$ cat src/rtl/alu_share_arbiter_pkg.sv
// Shared types and constants for the two-requester ALU share arbiter.
// Opcode constants follow the ALU's own encoding so both sides agree.
package alu_share_arbiter_pkg;

  typedef enum logic [1:0] {
    ST_IDLE = 2'd0,
    ST_EXEC = 2'd1,
    ST_RESP = 2'd2
  } state_t;

  localparam logic [5:0] OPRN_ADD = 6'h01;
  localparam logic [5:0] OPRN_SUB = 6'h02;
  localparam logic [5:0] OPRN_MUL = 6'h03;
  localparam logic [5:0] OPRN_SHR = 6'h04;
  localparam logic [5:0] OPRN_SHL = 6'h05;
  localparam logic [5:0] OPRN_AND = 6'h06;
  localparam logic [5:0] OPRN_OR  = 6'h07;
  localparam logic [5:0] OPRN_NOR = 6'h08;
  localparam logic [5:0] OPRN_SLT = 6'h09;

  localparam logic [3:0] OPRN_MAX = 4'h9;

  // Only the low nibble is decoded; the upper opcode bits pass through untouched.
  function automatic logic oprn_illegal(input logic [3:0] code);
    return (code == 4'h0) || (code > OPRN_MAX);
  endfunction

endpackage

$ cat src/rtl/alu_share_arbiter_rr_arb2.sv
// Two-input round-robin grant: a lone requester wins, a tie goes to the
// requester that was not served last. Purely combinational.
module rr_arb2 (
  input  logic       valid0_i,
  input  logic       valid1_i,
  input  logic       last_i,
  output logic [1:0] gnt_o
);

  assign gnt_o[0] = valid0_i && (!valid1_i || last_i);
  assign gnt_o[1] = valid1_i && (!valid0_i || !last_i);

endmodule

$ cat src/rtl/alu_share_arbiter.sv
// Time-shares one combinational ALU between two requesters: accept, execute
// from registered operands, then hold the result until the owner takes it.
module alu_share_arbiter
  import alu_share_arbiter_pkg::*;
#(
  parameter int DATA_W = 32,
  parameter int OPRN_W = 6
) (
  input  logic              CLK,
  input  logic              RST,
  input  logic              REQ0_VALID,
  output logic              REQ0_READY,
  input  logic [DATA_W-1:0] REQ0_OP1,
  input  logic [DATA_W-1:0] REQ0_OP2,
  input  logic [OPRN_W-1:0] REQ0_OPRN,
  input  logic              REQ1_VALID,
  output logic              REQ1_READY,
  input  logic [DATA_W-1:0] REQ1_OP1,
  input  logic [DATA_W-1:0] REQ1_OP2,
  input  logic [OPRN_W-1:0] REQ1_OPRN,
  output logic              RSP0_VALID,
  input  logic              RSP0_READY,
  output logic              RSP1_VALID,
  input  logic              RSP1_READY,
  output logic [DATA_W-1:0] RSP_OUT,
  output logic              RSP_ZERO,
  output logic              RSP_ERR,
  output logic [DATA_W-1:0] ALU_OP1,
  output logic [DATA_W-1:0] ALU_OP2,
  output logic [OPRN_W-1:0] ALU_OPRN,
  input  logic [DATA_W-1:0] ALU_OUT,
  input  logic              ALU_ZERO
);

  state_t              state_q, state_d;
  logic                last_q, last_d;
  logic                owner_q, owner_d;
  logic [DATA_W-1:0]   op1_q, op1_d;
  logic [DATA_W-1:0]   op2_q, op2_d;
  logic [OPRN_W-1:0]   oprn_q, oprn_d;
  logic [DATA_W-1:0]   res_q, res_d;
  logic                zf_q, zf_d;
  logic                err_q, err_d;
  logic [1:0]          gnt;
  logic                idle;
  logic                rsp_rdy;

  rr_arb2 u_rr_arb2 (
    .valid0_i (REQ0_VALID),
    .valid1_i (REQ1_VALID),
    .last_i   (last_q),
    .gnt_o    (gnt)
  );

  // Reset masks the handshakes so nothing is accepted or delivered while it is held.
  assign idle       = (state_q == ST_IDLE) && !RST;
  assign REQ0_READY = idle && gnt[0];
  assign REQ1_READY = idle && gnt[1];
  assign RSP0_VALID = (state_q == ST_RESP) && !RST && !owner_q;
  assign RSP1_VALID = (state_q == ST_RESP) && !RST && owner_q;
  assign rsp_rdy    = owner_q ? RSP1_READY : RSP0_READY;

  assign RSP_OUT  = res_q;
  assign RSP_ZERO = zf_q;
  assign RSP_ERR  = err_q;
  assign ALU_OP1  = op1_q;
  assign ALU_OP2  = op2_q;
  assign ALU_OPRN = oprn_q;

  always_comb begin
    state_d = state_q;
    last_d  = last_q;
    owner_d = owner_q;
    op1_d   = op1_q;
    op2_d   = op2_q;
    oprn_d  = oprn_q;
    res_d   = res_q;
    zf_d    = zf_q;
    err_d   = err_q;
    case (state_q)
      ST_IDLE: begin
        if (gnt[0] || gnt[1]) begin
          owner_d = gnt[1];
          last_d  = gnt[1];
          op1_d   = gnt[1] ? REQ1_OP1  : REQ0_OP1;
          op2_d   = gnt[1] ? REQ1_OP2  : REQ0_OP2;
          oprn_d  = gnt[1] ? REQ1_OPRN : REQ0_OPRN;
          state_d = ST_EXEC;
        end
      end
      ST_EXEC: begin
        res_d   = ALU_OUT;
        zf_d    = ALU_ZERO;
        err_d   = oprn_illegal(oprn_q[3:0]);
        state_d = ST_RESP;
      end
      ST_RESP: begin
        if (rsp_rdy) state_d = ST_IDLE;
      end
      default: state_d = ST_IDLE;
    endcase
  end

  always_ff @(posedge CLK) begin
    if (RST) begin
      state_q <= ST_IDLE;
      last_q  <= 1'b1;
      owner_q <= 1'b0;
      op1_q   <= '0;
      op2_q   <= '0;
      oprn_q  <= '0;
      res_q   <= '0;
      zf_q    <= 1'b0;
      err_q   <= 1'b0;
    end else begin
      state_q <= state_d;
      last_q  <= last_d;
      owner_q <= owner_d;
      op1_q   <= op1_d;
      op2_q   <= op2_d;
      oprn_q  <= oprn_d;
      res_q   <= res_d;
      zf_q    <= zf_d;
      err_q   <= err_d;
    end
  end

endmodule

$ cat config.mk
export PLATFORM = sky130hd
export DESIGN_NAME = alu_share_arbiter
export DESIGN_NICKNAME = d
export VERILOG_FILES = /design/src/rtl/alu_share_arbiter_pkg.sv /design/src/rtl/alu_share_arbiter_rr_arb2.sv /design/src/rtl/alu_share_arbiter.sv
export SDC_FILE = /design/constraint.sdc
export NUM_CORES = 1
export LEC_CHECK = 0
export ABC_AREA = 1
export CAP_MARGIN = 20
export CELL_PAD_IN_SITES_DETAIL_PLACEMENT = 1
export CELL_PAD_IN_SITES_GLOBAL_PLACEMENT = 2
export CORE_UTILIZATION = 27
export CTS_CLUSTER_DIAMETER = 60
export DETAILED_ROUTE_END_ITERATION = 16
export DONT_BUFFER_PORTS = 1
export PLACE_DENSITY_LB_ADDON = 0.3
export SYNTH_ARGS = -nofsm -noshare
export SYNTH_HDL_FRONTEND = slang
export SYNTH_SLANG_ARGS = --single-unit
$ cat constraint.sdc
create_clock -name CLK -period 1.1 [get_ports CLK]
set_input_delay 0 -clock CLK [delete_from_list [all_inputs] [get_ports CLK]]
set_output_delay 0 -clock CLK [all_outputs]
set_load 0.02 [all_outputs]
Yosys cells after proc, flatten, opt, wreduce, memory -nomap -nowiden
Cells that the tools add are included.

operators by class
  $add $sub $neg = 0
  multiply operators = 0
  div/mod/pow operators = 0
  $lt $le $gt $ge = 1
  equal/unequal tests = 4
  shift-type cells = 0
  mux-type cells = 7
  bitwise logic cells = 0
  reduce and logical (&&, ||, !) cells = 21

operators by type and width
  cell                  number
  $mux W32              2
  $logic_and A1 B1 Y1   8
  $mux W6               1
  $pmux W2 S3           1
  $logic_not A1 Y1      5
  $gt A4 B4 Y1 const B  1
  $logic_not A4 Y1      1
  $logic_or A1 B1 Y1    4
  $mux W2               2
  $reduce_and A2 Y1     2
  $eq A2 B1 Y1 const B  1
  $eq A2 B2 Y1 const B  1
  $logic_not A2 Y1      1
  $ne A2 B1 Y1 const B  1
  $ne A2 B2 Y1 const B  1
  $mux W1               1

storage, ports and cells
  register bits = 108
  bits in latches = 0
  RAM bits = 0
  bits in read-only memories = 0
  input bits = 179
  memories = 0

Longest topological paths before layout
  depth in word-level cells = 6
  gate-level depth with buffers = 8

Modules after synthesis
Synthesis repeated with hierarchy kept, for this count alone.

unflattened totals
  cell total of the unflattened synthesis = 715
  area total of the unflattened synthesis = 4,744.6 um^2

modules (own cells, without submodules)
  module             instances  cells each  area an instance (um^2)  seq. area each (um^2)
  alu_share_arbiter  1          711         4,717.0                  2,162.1
  rr_arb2            1          4           27.5                     0.0

Worst setup path before layout
Ideal clock, no wire load.

  path type = register to register
  start point = register state_q[1]
  end point = register op1_q[16], in the netlist ALU_OP1[16]
  setup time = 0.116 ns
  arrival = 1.049 ns
  setup slack = -0.065 ns
  cell stages (with the launch flop) = 9
  path buffers = 2
  period minus slack after synthesis = 1.165 ns
  cell sequence = dfxtp_1 > inv_2 > nand2_2 > nor2_4 > buf_6 > clkbuf_8 > nand2_1 > nor2_1 > nor2_1

between the ends
  word-level cells in the longest chain between the ends = 2

ends and longest elaborated chain
  element                             line                      RTL
  start, declared                     alu_share_arbiter.sv:35   state_t state_q, state_d;
  start signal, assigned              alu_share_arbiter.sv:116  state_q <= state_d;
  $logic_not A2 Y1                    alu_share_arbiter.sv:80   case (state_q)
  $reduce_and A2 Y1 (no source line)  n/a
  end signal, assigned                alu_share_arbiter.sv:119  op1_q <= op1_d;
  end, declared                       alu_share_arbiter.sv:38   logic [DATA_W-1:0] op1_q, op1_d;

No other way between the ends.
A chain may end at the register's enable or synchronous reset.

Worst setup path in the final report
  start point = register state_q[1]
  end point = register op2_q[28], in the netlist ALU_OP2[28]

between the ends
  word-level cells in the longest chain between the ends = 2

ends and longest elaborated chain
  element                             line                      RTL
  $logic_not A2 Y1                    alu_share_arbiter.sv:80
  $reduce_and A2 Y1 (no source line)  n/a
  end signal, assigned                alu_share_arbiter.sv:120  op2_q <= op2_d;
  end, declared                       alu_share_arbiter.sv:39   logic [DATA_W-1:0] op2_q, op2_d;

No other way between the ends.

==> flow_summary.ini <==
[run_status]
status = finished with violations
violations = negative setup slack

[die]
die_h_microns = 138
core_area_sq_um = 18000
core.rowCount = 49
die_area_sq_um = 18900
initial_utilization = 0.276
io_pins = 287
fp.dieW_microns = 138

[clock_network]
cts.htree.levels = 3
tritoncts = built
cts-root-buf = clkbuf_16
cts.sinks = 108
cts_buffer_depth = 2
worstSkewPairLatency_ps = 350
clk_pin_slew_ps = 70
cts_made_buffers = 9

[sta]
worst_pin_slew_ps = 329
fmax_mhz = 725
rsz0062_at_grt = yes
timing.hold.ws_ps = 33.0
finalHoldViolCount = 0
slew-limit-headroom = 0.780
timing.final.crit_share = 1.25
finClkSkew_ps = 7.15
finalWorstSetupSlack_ps = -279
report.final.slew_viol_count = 0
finalSetupViolations = 112
period_needed_ps = 1380

[placement]
dp_cells = 1031
placed_cell_area_sq_um = 5570
place_congestion = 0.759
pre_cts_slack_ps = -267
hpwlAfterDp_microns = 11000
io_buffers = 0

[routing]
vias = 6040
drc_errors = 0
viasPerCell = 4.79
drtAntennaViolNets = 0
drtIter0Drc = 209
wl_per_cell_microns = 19.3
drt_pass1_iterations = 6
drt_wl_total_microns = 24300

[yosys]
postSynthCellCount = 782
yosys_warnings = 0
syn_nets = 961
synth_area_sq_um = 4960
ys_ff_latch = 108
avgSynthCellArea_sq_um = 6.35
ys_types = 21
ys_seq_area_frac = 0.435

[global_routing]
grt_remaining_overflow = 0
first_global_vias = 6302
grt_pass1_wl_microns = 30800
antenna_found_initial = 0
grt_max_degree = 55
grt_use_total = 0.213

[setup_path]
endpoint_kind = flop
crit_path_start_kind = flop
arrival_ps = 1620
worst-setup-path-type = flop to flop
cp_max_fo = 8
crit_required_ps = 1340

[final_layout]
drive_above_1_share = 0.228
areaGrowthSynthToFinish_pct = 80.5
ff_latch_area_sq_um = 2170
fin_cells = 1261
final_cell_area_sq_um = 8960
multi_input_area_sq_um = 2750
diodes = 0
finish.utilization = 0.499
fillers = 2142
fin_nets = 1206

[power_and_ir_drop]
peakVddDrop_uv = 821
p_leak_nw = 4.22
powerDensity_nw_per_um2 = 1430

[flow_run]
drv_cap = 0

[hold_path]
min_path_type = primary input to flop
path summary, 6_finish.rpt:
path	startpoint	to	slack (ps)	cells past startpoint
setup / recovery	state_q[1]$_SDFFE_PP0P_	ALU_OP2[28]$_SDFFE_PP0P_	-280	9
setup reg to reg	state_q[1]$_SDFFE_PP0P_	ALU_OP2[28]$_SDFFE_PP0P_	-280	9
hold / removal	RST	last_q$_SDFFE_PP1P_	30	3
hold reg to reg	RSP_ERR$_SDFFE_PP0N_	RSP_ERR$_SDFFE_PP0N_	510	2
area by class of cell:
cell class / count / share of cell area
timing repair buffer: 281 / 0.353
clock inverter: 3 / 0.00531
multi-input combinational: 548 / 0.306
tap: 229 / 0.0320
clock buffer: 13 / 0.0268
sequential: 108 / 0.242
inverter: 79 / 0.0348
critical path, cell delays in order (launching register included):
cell and delay (ps):
dfxtp_4 350, inv_4 60, nand2_4 50, nor2_4 100
buf_12 170, buf_8 130, buf_16 150, nand2_4 80
nor2_4 130, nor2_2 40
sequential cells by signal, summed over array words and instances, names as in the netlist:
signal / count
ALU_OP1: 32
ALU_OP2: 32
RSP_OUT: 32
ALU_OPRN: 6
state_q: 2
RSP_ERR: 1
RSP_ZERO: 1
last_q: 1
owner_q: 1
metal layers:
metal	GRT usage	wire length, microns	part of all wire	up-vias
li1	-	-	-	2854
met1	0.206	8820	0.36	2885
met2	0.419	13100	0.54	243
met3	0.0603	1580	0.065	58
met4	0.0806	734	0.030	0
met5	0	0	0	-
metrics by stage:
stage | power (mW) | TNS [ps]
floorplan | 6.64 | -3030
global placement | 7.33 | -9730
detailed placement | 7.44 | -15630
CTS | 11.9 | -17250
global route | 13.4 | -25120
finish | 12.8 | -18820
synthesized netlist by cell type (all sizes together):
library cell	instances	area share
buf	28	0.039
a21oi	2	0.0020
inv	78	0.059
o21ai	105	0.11
nand2	151	0.12
dfxtp	108	0.44
nand4	1	0.0013
clkbuf	19	0.018
clkinv	1	0.00076
nor3	1	0.0010
nand3	3	0.0030
o22ai	1	0.0013
nor2	284	0.22
report_power, final:
group | switching [mW] | internal (mW)
registers | 0.682 | 4.40
clock network | 1.52 | 1.78
logic | 2.30 | 2.13
cells by family after synthesis:
group,after synthesis,synth area share
and+or+nand+nor,440,0.339
buffers and inverters,126,0.117
DFF,108,0.435
AOI/OAI and AO/OA,108,0.109
cells in the final DEF, fill, tap and decap left out, types with 10 or more instances in the layout:
cell type / count
buf_4: 60
o21ai_0: 47
nor2_1: 223
o21ai_1: 30
nor2_4: 26
o21ai_2: 24
clkbuf_16: 23
dfxtp_1: 105
inv_1: 74
nand2_4: 13
dlygate4sd3_1: 176
nor2_2: 35
buf_12: 10
nand2_1: 133
repair_timing:
| action | in CTS | in global routing |
|---|---|---|
| pin swaps | 11 | 70 |
| endpoints found under the setup margin | 112 | 112 |
| gates resized for setup | 72 | 172 |
| endpoints found under the hold margin | 108 | 4 |
| gates cloned | 9 | 17 |
| hold buffers | 173 | 3 |
| buffers inserted | 12 | 2 |
Power figures use the tool's default switching activity.
